[config.mk]
export PLATFORM = sky130hd
export DESIGN_NAME = aes_spi_master_flat
export DESIGN_NICKNAME = d
export VERILOG_FILES = /design/src/rtl/aes_spi_pkg.sv /design/src/rtl/aes_spi_master_if.sv /design/src/rtl/aes_spi_shifter.sv /design/src/rtl/aes_spi_master.sv /design/src/flat_wrapper.sv
export SDC_FILE = /design/constraint.sdc
export NUM_CORES = 1
export LEC_CHECK = 0
export BUFFER_PORTS_ARGS = -buffer_cell sky130_fd_sc_hd__buf_2
export CAP_MARGIN = 20
export CORE_ASPECT_RATIO = 0.9
export CORE_UTILIZATION = 59
export CTS_BUF_LIST = sky130_fd_sc_hd__clkbuf_4
export DETAILED_ROUTE_END_ITERATION = 8
export GPL_TIMING_DRIVEN = 0
export HOLD_SLACK_MARGIN = 0.1
export PLACE_DENSITY = 0.89
export SLEW_MARGIN = 40
export SYNTH_ARGS = -nofsm -noshare
export SYNTH_HDL_FRONTEND = slang
export SYNTH_SLANG_ARGS = --single-unit
[constraint.sdc]
create_clock -name clk -period 6.4 [get_ports clk]
set_clock_uncertainty 0.1 [all_clocks]
set_input_delay 0.96 -clock clk [delete_from_list [all_inputs] [get_ports clk]]
set_output_delay 0.96 -clock clk [all_outputs]
set_load 0.02 [all_outputs]
[src/rtl/aes_spi_pkg.sv]
// Shared types and constants for the AES serial host controller.
package aes_spi_pkg;

    localparam int unsigned DEFAULT_DATA_W      = 128;
    localparam int unsigned DEFAULT_WAIT_CYCLES = 56;

    localparam logic MODE_ENC = 1'b0;
    localparam logic MODE_DEC = 1'b1;

    typedef enum logic [2:0] {
        StIdle,
        StSendKey,
        StSendText,
        StWait,
        StRecv,
        StDone
    } state_e;

endpackage

[src/rtl/aes_spi_master_if.sv]
// Host request/result handshake plus the serial slave link of aes_spi_master.
// Optional AES_SPI_CHECK_EN adds the expected-result compare signals.
interface aes_spi_master_if
    import aes_spi_pkg::*;
#(
    parameter int unsigned DATA_W = DEFAULT_DATA_W
);
    logic              start_valid;
    logic              start_ready;
    logic              mode;
    logic [DATA_W-1:0] key_in;
    logic [DATA_W-1:0] text_in;
    logic              mosi;
    logic              miso;
    logic              cs_enc_n;
    logic              cs_dec_n;
    logic              busy;
    logic [DATA_W-1:0] result_out;
    logic              result_valid;
`ifdef AES_SPI_CHECK_EN
    logic [DATA_W-1:0] expect_in;
    logic              match;
    logic              match_valid;
`endif

    modport master (
        input  start_valid, mode, key_in, text_in, miso,
`ifdef AES_SPI_CHECK_EN
        input  expect_in,
        output match, match_valid,
`endif
        output start_ready, mosi, cs_enc_n, cs_dec_n, busy, result_out, result_valid
    );

    modport slave (
        output start_valid, mode, key_in, text_in, miso,
`ifdef AES_SPI_CHECK_EN
        output expect_in,
        input  match, match_valid,
`endif
        input  start_ready, mosi, cs_enc_n, cs_dec_n, busy, result_out, result_valid
    );

endinterface

[src/rtl/aes_spi_shifter.sv]
// Parallel-load shift register: serial out from the MSB, serial in at the LSB.
// shifted_o is the value the register takes on a shift, so callers can capture
// a completed word on the same edge as its last bit arrives.
module aes_spi_shifter
    import aes_spi_pkg::*;
#(
    parameter int unsigned DATA_W = DEFAULT_DATA_W
) (
    input  logic              clk,
    input  logic              reset,
    input  logic              load_i,
    input  logic              shift_i,
    input  logic [DATA_W-1:0] data_i,
    input  logic              ser_i,
    output logic              ser_o,
    output logic [DATA_W-1:0] shifted_o
);

    logic [DATA_W-1:0] sh_q, sh_d;

    assign shifted_o = {sh_q[DATA_W-2:0], ser_i};
    assign ser_o     = sh_q[DATA_W-1];

    // Next value: load wins over shift.
    always_comb begin
        sh_d = sh_q;
        if (load_i) begin
            sh_d = data_i;
        end else if (shift_i) begin
            sh_d = shifted_o;
        end
    end

    // Register with synchronous reset.
    always_ff @(posedge clk) begin
        if (reset) begin
            sh_q <= '0;
        end else begin
            sh_q <= sh_d;
        end
    end

endmodule

[src/rtl/aes_spi_master.sv]
// Serial host controller for the AES encrypt/decrypt slaves: sends key then
// text MSB-first, waits the slave compute window, then receives the result.
// Optional build macro AES_SPI_CHECK_EN adds an expected-result comparator.
module aes_spi_master
    import aes_spi_pkg::*;
#(
    parameter int unsigned DATA_W      = DEFAULT_DATA_W,
    parameter int unsigned WAIT_CYCLES = DEFAULT_WAIT_CYCLES
) (
    input logic              clk,
    input logic              reset,
    aes_spi_master_if.master bus
);

    localparam logic [7:0] LastBit  = 8'(DATA_W - 1);
    localparam logic [7:0] LastWait = 8'(WAIT_CYCLES - 1);

    state_e            state_q, state_d;
    logic [7:0]        cnt_q, cnt_d;
    logic [DATA_W-1:0] text_q, text_d;
    logic [DATA_W-1:0] result_q, result_d;
    logic              result_valid_q, result_valid_d;
    logic              cs_enc_n_q, cs_enc_n_d;
    logic              cs_dec_n_q, cs_dec_n_d;

    logic              sh_load, sh_shift, sh_ser_in, sh_ser_out;
    logic [DATA_W-1:0] sh_data_in, sh_shifted;

`ifdef AES_SPI_CHECK_EN
    logic [DATA_W-1:0] expect_q, expect_d;
    logic              match_q, match_d;
    logic              match_valid_q, match_valid_d;
`endif

    // The shifter MSB is a flop, so it drives mosi directly; it is zero once
    // the text has been shifted out, which keeps mosi low through WAIT/RECV.
    aes_spi_shifter #(
        .DATA_W (DATA_W)
    ) u_shifter (
        .clk       (clk),
        .reset     (reset),
        .load_i    (sh_load),
        .shift_i   (sh_shift),
        .data_i    (sh_data_in),
        .ser_i     (sh_ser_in),
        .ser_o     (sh_ser_out),
        .shifted_o (sh_shifted)
    );

    // Next-state, counter and datapath control.
    always_comb begin
        state_d        = state_q;
        cnt_d          = cnt_q + 8'd1;
        text_d         = text_q;
        result_d       = result_q;
        result_valid_d = 1'b0;
        cs_enc_n_d     = cs_enc_n_q;
        cs_dec_n_d     = cs_dec_n_q;
        sh_load        = 1'b0;
        sh_shift       = 1'b0;
        sh_ser_in      = 1'b0;
        sh_data_in     = text_q;
`ifdef AES_SPI_CHECK_EN
        expect_d       = expect_q;
        match_d        = match_q;
        match_valid_d  = 1'b0;
`endif
        unique case (state_q)
            StIdle: begin
                cnt_d      = 8'd0;
                sh_data_in = bus.key_in;
                if (bus.start_valid) begin
                    sh_load    = 1'b1;
                    text_d     = bus.text_in;
                    cs_enc_n_d = (bus.mode != MODE_ENC);
                    cs_dec_n_d = (bus.mode != MODE_DEC);
`ifdef AES_SPI_CHECK_EN
                    expect_d   = bus.expect_in;
`endif
                    state_d    = StSendKey;
                end
            end
            StSendKey: begin
                if (cnt_q == LastBit) begin
                    // Reload with the text so its MSB follows the key LSB.
                    sh_load = 1'b1;
                    cnt_d   = 8'd0;
                    state_d = StSendText;
                end else begin
                    sh_shift = 1'b1;
                end
            end
            StSendText: begin
                sh_shift = 1'b1;
                if (cnt_q == LastBit) begin
                    cnt_d   = 8'd0;
                    state_d = StWait;
                end
            end
            StWait: begin
                if (cnt_q == LastWait) begin
                    cnt_d   = 8'd0;
                    state_d = StRecv;
                end
            end
            StRecv: begin
                sh_shift  = 1'b1;
                sh_ser_in = bus.miso;
                if (cnt_q == LastBit) begin
                    cnt_d          = 8'd0;
                    result_d       = sh_shifted;
                    result_valid_d = 1'b1;
                    cs_enc_n_d     = 1'b1;
                    cs_dec_n_d     = 1'b1;
`ifdef AES_SPI_CHECK_EN
                    match_d        = (sh_shifted == expect_q);
                    match_valid_d  = 1'b1;
`endif
                    state_d        = StDone;
                end
            end
            StDone: begin
                cnt_d   = 8'd0;
                state_d = StIdle;
            end
            default: begin
                cnt_d   = 8'd0;
                state_d = StIdle;
            end
        endcase
    end

    // State and output registers with synchronous reset.
    always_ff @(posedge clk) begin
        if (reset) begin
            state_q        <= StIdle;
            cnt_q          <= 8'd0;
            text_q         <= '0;
            result_q       <= '0;
            result_valid_q <= 1'b0;
            cs_enc_n_q     <= 1'b1;
            cs_dec_n_q     <= 1'b1;
`ifdef AES_SPI_CHECK_EN
            expect_q       <= '0;
            match_q        <= 1'b0;
            match_valid_q  <= 1'b0;
`endif
        end else begin
            state_q        <= state_d;
            cnt_q          <= cnt_d;
            text_q         <= text_d;
            result_q       <= result_d;
            result_valid_q <= result_valid_d;
            cs_enc_n_q     <= cs_enc_n_d;
            cs_dec_n_q     <= cs_dec_n_d;
`ifdef AES_SPI_CHECK_EN
            expect_q       <= expect_d;
            match_q        <= match_d;
            match_valid_q  <= match_valid_d;
`endif
        end
    end

    assign bus.start_ready  = (state_q == StIdle);
    assign bus.busy         = (state_q != StIdle);
    assign bus.mosi         = sh_ser_out;
    assign bus.cs_enc_n     = cs_enc_n_q;
    assign bus.cs_dec_n     = cs_dec_n_q;
    assign bus.result_out   = result_q;
    assign bus.result_valid = result_valid_q;
`ifdef AES_SPI_CHECK_EN
    assign bus.match        = match_q;
    assign bus.match_valid  = match_valid_q;
`endif

endmodule
[src/flat_wrapper.sv]
// flat-port wrapper written by rule: the top's interface ports become plain ports
module aes_spi_master_flat import aes_spi_pkg::*;
#(
    parameter int unsigned DATA_W      = DEFAULT_DATA_W,
    parameter int unsigned WAIT_CYCLES = DEFAULT_WAIT_CYCLES
)
  (clk, reset, bus_start_valid, bus_mode, bus_key_in, bus_text_in, bus_miso, bus_start_ready, bus_mosi, bus_cs_enc_n, bus_cs_dec_n, bus_busy, bus_result_out, bus_result_valid);
  aes_spi_master_if #(.DATA_W(DATA_W)) bus_i ();
  input logic clk;
  input logic reset;
  input wire logic [$bits(bus_i.start_valid)-1:0] bus_start_valid;
  input wire logic [$bits(bus_i.mode)-1:0] bus_mode;
  input wire logic [$bits(bus_i.key_in)-1:0] bus_key_in;
  input wire logic [$bits(bus_i.text_in)-1:0] bus_text_in;
  input wire logic [$bits(bus_i.miso)-1:0] bus_miso;
  output wire logic [$bits(bus_i.start_ready)-1:0] bus_start_ready;
  output wire logic [$bits(bus_i.mosi)-1:0] bus_mosi;
  output wire logic [$bits(bus_i.cs_enc_n)-1:0] bus_cs_enc_n;
  output wire logic [$bits(bus_i.cs_dec_n)-1:0] bus_cs_dec_n;
  output wire logic [$bits(bus_i.busy)-1:0] bus_busy;
  output wire logic [$bits(bus_i.result_out)-1:0] bus_result_out;
  output wire logic [$bits(bus_i.result_valid)-1:0] bus_result_valid;
  assign bus_i.start_valid = bus_start_valid;
  assign bus_i.mode = bus_mode;
  assign bus_i.key_in = bus_key_in;
  assign bus_i.text_in = bus_text_in;
  assign bus_i.miso = bus_miso;
  assign bus_start_ready = bus_i.start_ready;
  assign bus_mosi = bus_i.mosi;
  assign bus_cs_enc_n = bus_i.cs_enc_n;
  assign bus_cs_dec_n = bus_i.cs_dec_n;
  assign bus_busy = bus_i.busy;
  assign bus_result_out = bus_i.result_out;
  assign bus_result_valid = bus_i.result_valid;
  aes_spi_master #(.DATA_W(DATA_W), .WAIT_CYCLES(WAIT_CYCLES)) u_core (.clk(clk), .reset(reset), .bus(bus_i));
endmodule
==> flow_metrics.tcl <==
set metrics [dict create \
    min_path_type "register to register" \
    grtUsageTotal_pct 35.4 \
    worst_slew_pin_slew_ns 0.843 \
    ys_ff_latch 398 \
    die_x_um 175 \
    critPathArrivalTime_ns 1.85 \
    dp.cells 2813 \
    wl_per_cell_um 17.0 \
    grt-ovfl-total 0 \
    placed_cell_area_um2 18400 \
    insertion_delay_ns 0.72 \
    clk_pin_slew_ns 0.06 \
    syn_area_um2 16000 \
    die_y_um 158 \
    max_freq_ghz 0.344 \
    firstDrtPassIters 6 \
    antenna_found_initial 6 \
    postLayoutCellArea_um2 19600 \
    final_cell_mix "nand2_1, buf_2, dfxtp_1" \
    clock-sinks 398 \
    grt_pass1_vias 15896 \
    clock_path_buffers 3 \
    synth_top_cell_area_share_pct 49.9 \
    yosys.area_share.adder_pct 0.0783 \
    postCtsSetupRepairBufs 0 \
    vias_per_cell 5.67 \
    via_count 16949 \
    drt-total-wl_um 50900 \
    period_share_pct 45.4 \
    postCtsHoldBufs 0 \
    synth-seq-area-share_pct 49.9 \
    dieArea_um2 27800 \
    layout_commonest_cell "nand2_1" \
    ir_drop_uv 143 \
    area_growth_pct 22.9 \
    drc_errors 0 \
    hpwlAfterDp_um 37000 \
    startpoint_type "register" \
    drv_slew 0 \
    cts_buffers 98 \
    synth_compound_area_share_pct 20.2 \
    synth_top_family_by_area "simple AND/OR/NAND/NOR gates" \
    synth_top_cell_by_area "dfxtp_1" \
    crit_path_end_kind "output port" \
    routabilityCongestion 0.929 \
    rows 56 \
    cts_tree "done" \
    setup_violations 0 \
    path_class "register to output port" \
    finalWorstSetupSlack_ns 3.49 \
    p_seq_share_pct 50.6 \
    pwr-share-comb_pct 10.0 \
    rsz0062_at_grt "false" \
    ctsResizeCount 0 \
    async_reset_ff_share_pct 0 \
    synth_nets 2333 \
    path_max_fanout 10 \
    synth_xor_area_share_pct 0.384 \
    run_status "completed" \
    yosys_warnings 0 \
    start_util_pct 60.7 \
    grt_pass1_wl_um 77900 \
    dr.first_iter.drc_count 1606 \
    p_leak_nw 8.19 \
    syn_avg_cell_area_um2 7.72 \
    hold_violations 0 \
    switchingPower_mw 1.42 \
    nNetsFinal 2827 \
    p_int_mw 3.90 \
    ys.flop_type "dfxtp_1" \
    cp.required_ns 5.34 \
    max_slew_margin_pct 43.8 \
    muxShareOfSynthArea_pct 0.0626 \
    coreArea_um2 26300 \
    synth_edf_count 0 \
    cap_violations 0 \
    hold_ws_ns 0.346 \
    clockPowerShare_pct 39.4 \
    cts-htree-levels 3 \
    setup_tns_ns 0 \
    drive_gt1_share_pct 24.7 \
    stdcell_count 2988 \
    antenna_left 0 \
    grt_start_max_net_pins 16 \
    switching_share_pct 26.7 \
    power_density_nw_per_um2 271 \
    ctsRootBufferMaster "clkbuf_4" \
    synthCells 2071 \
    synth.top_cells.by_area "dfxtp_1, nand2_1, a21oi_1" \
    synth.distinct_cells 48 \
    ios 395 \
    dpl_worst_slack_ns 3.47 \
    io_buffers 393 \
    yosys.area_share.simple_pct 24.1 \
    finalCriticalPeriod_ns 2.91 \
]
==> flip-flops by register name, indices dropped and copies added, names as in the netlist <==
register	count
u_core.bus.result_out	128
u_core.text_q	128
u_core.u_shifter.sh_q	128
u_core.cnt_q	8
u_core.state_q	3
u_core.bus.cs_dec_n	1
u_core.bus.cs_enc_n	1
u_core.bus.result_valid	1
==> critical path, stage by stage, from the launching register on <==
cell,delay (ns)
dfxtp_1,0.32
buf_6,0.15
or3_1,0.38
inv_1,0.13
buf_2,0.21
==> final cells by class <==
cell class / instances / area (um^2)
sequential: 398 / 7970
antenna: 9 / 22.5
multi-input combinational: 1491 / 7160
tap: 348 / 435
fill: 2029 / 6700
clock inverter: 26 / 171
buffer: 178 / 848
clock buffer: 140 / 1050
inverter: 4 / 15.0
timing repair buffer: 394 / 1980
==> worst paths after layout <==
path	startpoint	end	slack, ns	cells past startpoint
max reg2reg	u_core.cnt_q[0]	u_core.u_shifter.sh_q[96]	3.82	7
max	u_core.state_q[0]	bus_start_ready	3.49	4
min reg2reg	u_core.bus.result_out[111]	u_core.bus.result_out[111]	0.35	2
min	u_core.bus.result_out[111]	u_core.bus.result_out[111]	0.35	2
==> per-layer routing <==
layer  wire length, um  GRT usage (%)  vias up
li1                  -              -     8021
met1             20100           43.2     7770
met2             24000           59.6     1011
met3              4780           7.16      143
met4              1920           18.2        4
met5                22              0        -
==> synthesized netlist by cell type, drive strengths merged, types with 2 or more instances <==
library cell / number
inv: 4
or4: 2
o21ai: 130
nor2: 141
xor2: 2
nor4b: 2
o31ai: 129
a211oi: 3
xnor2: 5
nand2b: 2
dfxtp: 398
nand3: 7
a311oi: 2
nor4: 2
clkbuf: 123
or3: 3
a31oi: 2
and2: 2
nand2: 648
a21oi: 260
nor3: 133
buf: 55
==> logic make-up after synthesis <==
family | after synthesis
AO/OA/AOI/OAI | 533
XOR/XNOR | 7
adder cells (fa/ha/maj) | 1
buffers and inverters | 182
flip-flops | 398
multiplexers | 1
AND/OR/NAND/NOR | 949
==> metrics by stage <==
| stage | util (%) | total power [mW] |
|---|---|---|
| finish | 74.6 | 5.32 |
| global route | 74.5 | 5.53 |
| CTS | 74.5 | 5.32 |
| detailed placement | 69.8 | 3.26 |
| global placement | 69.8 | 3.23 |
| floorplan | - | 3.04 |
==> power by group through the flow <==
stage               combinational [mW]  sequential [mW]  clock [mW]
floorplan                        0.323             2.72           0
global placement                 0.496             2.74           0
detailed placement               0.516             2.74           0
CTS                              0.519             2.69        2.11
global route                     0.577             2.71        2.24
finish                           0.530             2.69        2.10
Power figures use the tool's default switching activity.
